### config.mk
export PLATFORM = sky130hd
export DESIGN_NAME = sincronizador_vga
export DESIGN_NICKNAME = d
export VERILOG_FILES = /design/src/rtl/vga_pkg.sv /design/src/rtl/contador_mod_n.sv /design/src/rtl/sincronizador_vga.sv
export SDC_FILE = /design/constraint.sdc
export NUM_CORES = 1
export LEC_CHECK = 0
export CORE_MARGIN = 4
export CORE_UTILIZATION = 49
export CTS_CLUSTER_SIZE = 20
export DETAILED_ROUTE_END_ITERATION = 7
export PLACE_DENSITY = 0.78
export SKIP_LAST_GASP = 1
export SLEW_MARGIN = 20
export SYNTH_ARGS = -nofsm -noshare
export SYNTH_HDL_FRONTEND = slang
export SYNTH_HIERARCHICAL = 1
export SYNTH_SLANG_ARGS = --single-unit
### constraint.sdc
create_clock -name clk -period 3.03 [get_ports clk]
set_input_delay 0.7575 -clock clk [delete_from_list [all_inputs] [get_ports clk]]
set_output_delay 0.7575 -clock clk [all_outputs]
set_load 0.01 [all_outputs]
### src/rtl/vga_pkg.sv
//------------------------------------------------------------------------------
// vga_pkg
// Shared 640x480 @ 60 Hz timing constants and coordinate width.
// Rev 1.0
//------------------------------------------------------------------------------
`default_nettype none

package vga_pkg;

    localparam int VGA_CLK_DIV   = 4;
    localparam int VGA_H_DISPLAY = 640;
    localparam int VGA_H_FRONT   = 16;
    localparam int VGA_H_SYNC    = 96;
    localparam int VGA_H_BACK    = 48;
    localparam int VGA_V_DISPLAY = 480;
    localparam int VGA_V_FRONT   = 10;
    localparam int VGA_V_SYNC    = 2;
    localparam int VGA_V_BACK    = 33;

    localparam int VGA_H_TOTAL = VGA_H_DISPLAY + VGA_H_FRONT + VGA_H_SYNC + VGA_H_BACK;
    localparam int VGA_V_TOTAL = VGA_V_DISPLAY + VGA_V_FRONT + VGA_V_SYNC + VGA_V_BACK;

    localparam logic SYNC_ACTIVE = 1'b0;
    localparam int   COORD_W     = 10;

    function automatic logic in_window(input logic [COORD_W-1:0] val,
                                       input logic [COORD_W-1:0] lo,
                                       input logic [COORD_W-1:0] hi);
        return (val >= lo) && (val <= hi);
    endfunction

endpackage

`default_nettype wire

### src/rtl/contador_mod_n.sv
//------------------------------------------------------------------------------
// contador_mod_n
// Modulo-N counter with enable, synchronous reset, wrap flag and next value.
// Rev 1.0
//------------------------------------------------------------------------------
`default_nettype none

module contador_mod_n #(
    parameter int N = 4,
    parameter int W = $clog2(N)
) (
    input  logic         clk,
    input  logic         reset,
    input  logic         en,
    output logic [W-1:0] count,
    output logic [W-1:0] count_next,
    output logic         wrap
);

    logic [W-1:0] r_count;

    assign count = r_count;
    assign wrap  = (r_count == W'(N - 1));

    // The next value is exported so callers can register decodes aligned with count.
    always_comb begin
        count_next = r_count;
        if (reset) begin
            count_next = '0;
        end else if (en) begin
            count_next = wrap ? '0 : r_count + W'(1);
        end
    end

    always_ff @(posedge clk) begin
        r_count <= count_next;
    end

endmodule

`default_nettype wire

### src/rtl/sincronizador_vga.sv
//------------------------------------------------------------------------------
// sincronizador_vga
// VGA timing generator: pixel enable, hsync/vsync, coordinates and video_on.
// Rev 1.0
//------------------------------------------------------------------------------
`default_nettype none

module sincronizador_vga
    import vga_pkg::*;
#(
    parameter int CLK_DIV   = VGA_CLK_DIV,
    parameter int H_DISPLAY = VGA_H_DISPLAY,
    parameter int H_FRONT   = VGA_H_FRONT,
    parameter int H_SYNC    = VGA_H_SYNC,
    parameter int H_BACK    = VGA_H_BACK,
    parameter int V_DISPLAY = VGA_V_DISPLAY,
    parameter int V_FRONT   = VGA_V_FRONT,
    parameter int V_SYNC    = VGA_V_SYNC,
    parameter int V_BACK    = VGA_V_BACK
) (
    input  logic               clk,
    input  logic               reset,
    output logic               hsync,
    output logic               vsync,
    output logic               video_on,
    output logic               p_tick,
    output logic               frame_tick,
    output logic [COORD_W-1:0] pixel_x,
    output logic [COORD_W-1:0] pixel_y
);

    localparam int H_TOTAL  = H_DISPLAY + H_FRONT + H_SYNC + H_BACK;
    localparam int V_TOTAL  = V_DISPLAY + V_FRONT + V_SYNC + V_BACK;
    localparam int HS_START = H_DISPLAY + H_FRONT;
    localparam int HS_STOP  = HS_START + H_SYNC - 1;
    localparam int VS_START = V_DISPLAY + V_FRONT;
    localparam int VS_STOP  = VS_START + V_SYNC - 1;
    localparam int DIV_W    = $clog2(CLK_DIV);

    logic [DIV_W-1:0]   w_div;
    logic [DIV_W-1:0]   w_div_next_unused;
    logic               w_div_wrap;
    logic [COORD_W-1:0] w_h;
    logic [COORD_W-1:0] w_h_next;
    logic               w_h_wrap;
    logic [COORD_W-1:0] w_v;
    logic [COORD_W-1:0] w_v_next;
    logic               w_v_wrap;
    logic               w_line_end;
    logic               r_hsync;
    logic               r_vsync;

    contador_mod_n #(.N(CLK_DIV), .W(DIV_W)) u_div (
        .clk        (clk),
        .reset      (reset),
        .en         (1'b1),
        .count      (w_div),
        .count_next (w_div_next_unused),
        .wrap       (w_div_wrap)
    );

    contador_mod_n #(.N(H_TOTAL), .W(COORD_W)) u_h_cnt (
        .clk        (clk),
        .reset      (reset),
        .en         (w_div_wrap),
        .count      (w_h),
        .count_next (w_h_next),
        .wrap       (w_h_wrap)
    );

    assign w_line_end = w_div_wrap && w_h_wrap;

    contador_mod_n #(.N(V_TOTAL), .W(COORD_W)) u_v_cnt (
        .clk        (clk),
        .reset      (reset),
        .en         (w_line_end),
        .count      (w_v),
        .count_next (w_v_next),
        .wrap       (w_v_wrap)
    );

    // Sync flops decode the next counter value so they line up with pixel_x/pixel_y.
    always_ff @(posedge clk) begin
        if (reset) begin
            r_hsync <= ~SYNC_ACTIVE;
            r_vsync <= ~SYNC_ACTIVE;
        end else begin
            r_hsync <= in_window(w_h_next, COORD_W'(HS_START), COORD_W'(HS_STOP))
                       ? SYNC_ACTIVE : ~SYNC_ACTIVE;
            r_vsync <= in_window(w_v_next, COORD_W'(VS_START), COORD_W'(VS_STOP))
                       ? SYNC_ACTIVE : ~SYNC_ACTIVE;
        end
    end

    assign hsync      = r_hsync;
    assign vsync      = r_vsync;
    assign p_tick     = w_div_wrap;
    assign frame_tick = w_line_end && w_v_wrap;
    assign pixel_x    = w_h;
    assign pixel_y    = w_v;
    assign video_on   = (w_h < COORD_W'(H_DISPLAY)) && (w_v < COORD_W'(V_DISPLAY));

endmodule

`default_nettype wire

==> impl_metrics.ini <==
[status]
status = complete, no violations

[timing]
rsz0062_at_grt = no
finalCritPeriodShare_pct = 87.1
hold_ws_ns = 0.563
maxClockFrequency_mhz = 379
min_period_ns = 2.64
fin_skew_ns = 0.00979
hold_viol = 0
setup_viol_count_final = 0
tightest_slew_ns = 0.844
slew-limit-headroom_pct = 43.0
tns_ns = 0
drv_slew = 0

[worst_setup_path]
crit_type = reg -> out
ff2ff_setup_slack_ns = 0.48
start_kind = flip-flop
required_ns = 2.27
crit_family = simple AND/OR/NAND/NOR gates
ff2ff_path_depth = 9
crit_buf_inv = 2
crit_fanout = 5
slowest_delay_ns = 0.37
rr_endpoint = vsync
crit_arrival_ns = 1.88
crit_path_top_delay_cell = dfxtp_2
cp_cell_sequence = inv_1, ha_1, nand4_1, or3_4, nor4_1, and3_1, dlymetal6s2s_1
end_kind = output pin
r2r-start = u_h_cnt/count[5]

[cts]
insertion_delay_ns = 0.30
post_cts_buffers = 0
clock_path_buffers = 2
path_clk_slew_ns = 0.13
cts_hold_buf = 0
htreeDepth = 1
clock-sinks = 24
cts_tree = yes
cts_buffers = 3
root_buffer = clkbuf_4

[place]
dpl.hpwl_um = 1990
gp_congestion = 0.888
portBuffers = 26
dp.cells = 189

[min_path]
worstHoldPathCells = 2
min_from = u_h_cnt/count[9]
min_path_type = reg -> reg
worstHoldEndpoint = u_h_cnt/count[9]

[logic_synthesis]
ys_seq_elements = 24
ys_warn_count = 6
synth_cell_types = 34
synth_area_um2 = 1190
synth-seq-area-share_pct = 40.5
synth_cells = 133
avgSynthCellArea_um2 = 8.93

[global_routing]
grt_pass1_vias = 993
grt-ovfl-total = 0
grtUsageTotal_pct = 16.3
antenna_found_initial = 0
grt_max_degree = 14
grt_pass1_wl_um = 4360

[drt]
viasPerCell = 5.52
vias = 1065
postRouteAntennaNets = 0
dr.first_iter.drc_count = 17
drc = 0
avgRoutedWirePerCell_um = 13.8
wirelength_um = 2660
first_pass_iters = 4

[power]
p_per_area_nw_per_um2 = 329
peakVddDrop_uv = 246
p_leak_nw = 0.544

[cells_and_area]
area_growth_pct = 30.6
num_antenna_cells = 0
finalNonFillerCells = 193
nets = 172
drive_gt1_share_pct = 7.88

[floorplan]
die_w_um = 57.2
num_rows = 17
core_um2 = 2250
die_area_um2 = 3270
die_h_um = 57.2
ios = 27
start_util_pct = 52.7

[run]
maxCapViolCount = 0
## metrics by stage
stage                     setup WS [ns]  area (µm²)  utilization (%)  power (W)
after floorplan                   0.521        1190                -   0.000343
after global placement            0.334        1500             66.4   0.000353
after detailed placement          0.340        1500             66.4   0.000354
after CTS                       0.00860        1550             68.6   0.000516
after global routing              0.274        1550             68.8   0.000532
final                             0.391        1550             68.8   0.000511
## power breakdown
group	total (W)	switching, W	internal (W)
logic	0.0000232	0.0000124	0.0000108
clock network	0.000164	0.0000911	0.0000732
registers	0.000323	0.00000390	0.000319
total	0.000511	0.000107	0.000403
## sequential cells by signal, indices dropped and copies added, names as in the netlist
register and count:
u_v_cnt/count 10, hsync 1, u_h_cnt/count 10, vsync 1, u_div/count 2
## cell families (layout without fill, tap and decap cells)
| logic type | after synthesis | in the layout | share of synthesized area (%) |
|---|---|---|---|
| compound gates | 17 | 17 | 9.91 |
| xor+xnor | 12 | 12 | 8.85 |
| fa+ha+maj | 4 | 4 | 4.22 |
| buf+inv | 9 | 39 | 3.16 |
| flops | 24 | 24 | 40.5 |
| mux | 2 | 2 | 1.69 |
| other cells | 1 | 3 | 0.316 |
| simple gates | 64 | 64 | 31.4 |
## layout by cell type, fill, tap and decap left out, types with 5 or more instances in the layout
cell and instances:
clkdlybuf4s50_1 25, dfxtp_1 22, nor2_1 17, nand4_1 8, nand2_1 8, xor2_1 7
nand3_1 6, inv_1 6, a21oi_1 5, xnor2_1 5
## layer usage
layer	track usage (%)	vias up	part of all wire (%)
met2	28.1	21	48
met1	21.3	497	48
met5	0	-	0
met3	2.94	2	3.1
li1	-	545	-
met4	3.31	0	0.68
## cell type report
cell class | count | area (µm²)
Inverter | 6 | 22.5
Timing Repair Buffer | 29 | 285
Sequential cell | 24 | 483
Tap cell | 28 | 35.0
Clock buffer | 4 | 36.3
Fill cell | 200 | 704
Multi-Input combinational cell | 102 | 688
## synth_stat cells (all sizes together)
cell type	number	area, µm²
o21bai	1	18.8
o21ai	3	15.0
a21oi	5	25.0
o41ai	1	8.76
or3b	1	8.76
buf	2	10.0
nand2b	2	12.5
nand3	6	30.0
nand2	8	30.0
nand3b	2	15.0
nor3	1	5.00
o31ai	4	30.0
nor2	17	63.8
ha	4	50.1
xnor2	5	43.8
nand4bb	1	11.3
or3	3	18.8
and3	2	12.5
nand4	9	71.3
and2	1	6.26
nor4bb	3	30.0
mux2i	2	20.0
conb	1	3.75
nor4	3	18.8
inv	6	22.5
xor2	7	61.3
o22ai	1	6.26
o211ai	1	7.51
a31oi	1	6.26
and3b	1	8.76
dfxtp	24	480
or4	4	30.0
clkbuf	1	5.00
## worst max path at each step
stage               depth (start not counted)    endpoint             start
floorplan                                  11       vsync  u_h_cnt/count[0]
global placement                            7  frame_tick  u_v_cnt/count[0]
detailed placement                          7  frame_tick  u_v_cnt/count[0]
CTS                                         7  frame_tick  u_v_cnt/count[1]
global route                               10       vsync  u_h_cnt/count[1]
finish                                      7  frame_tick  u_v_cnt/count[0]
## repair_timing
action                                  CTS  global route
endpoints found under the setup margin    1             1
pin swaps                                 0             0
resized for setup                         3             2
endpoints found under the hold margin     0             0
## worst min-delay path, cell delays in order, from the launching register on
cell     delay (ns)
dfxtp_1        0.37
o31ai_1        0.08
a21oi_1        0.08
(Power assumes the default switching activity.)
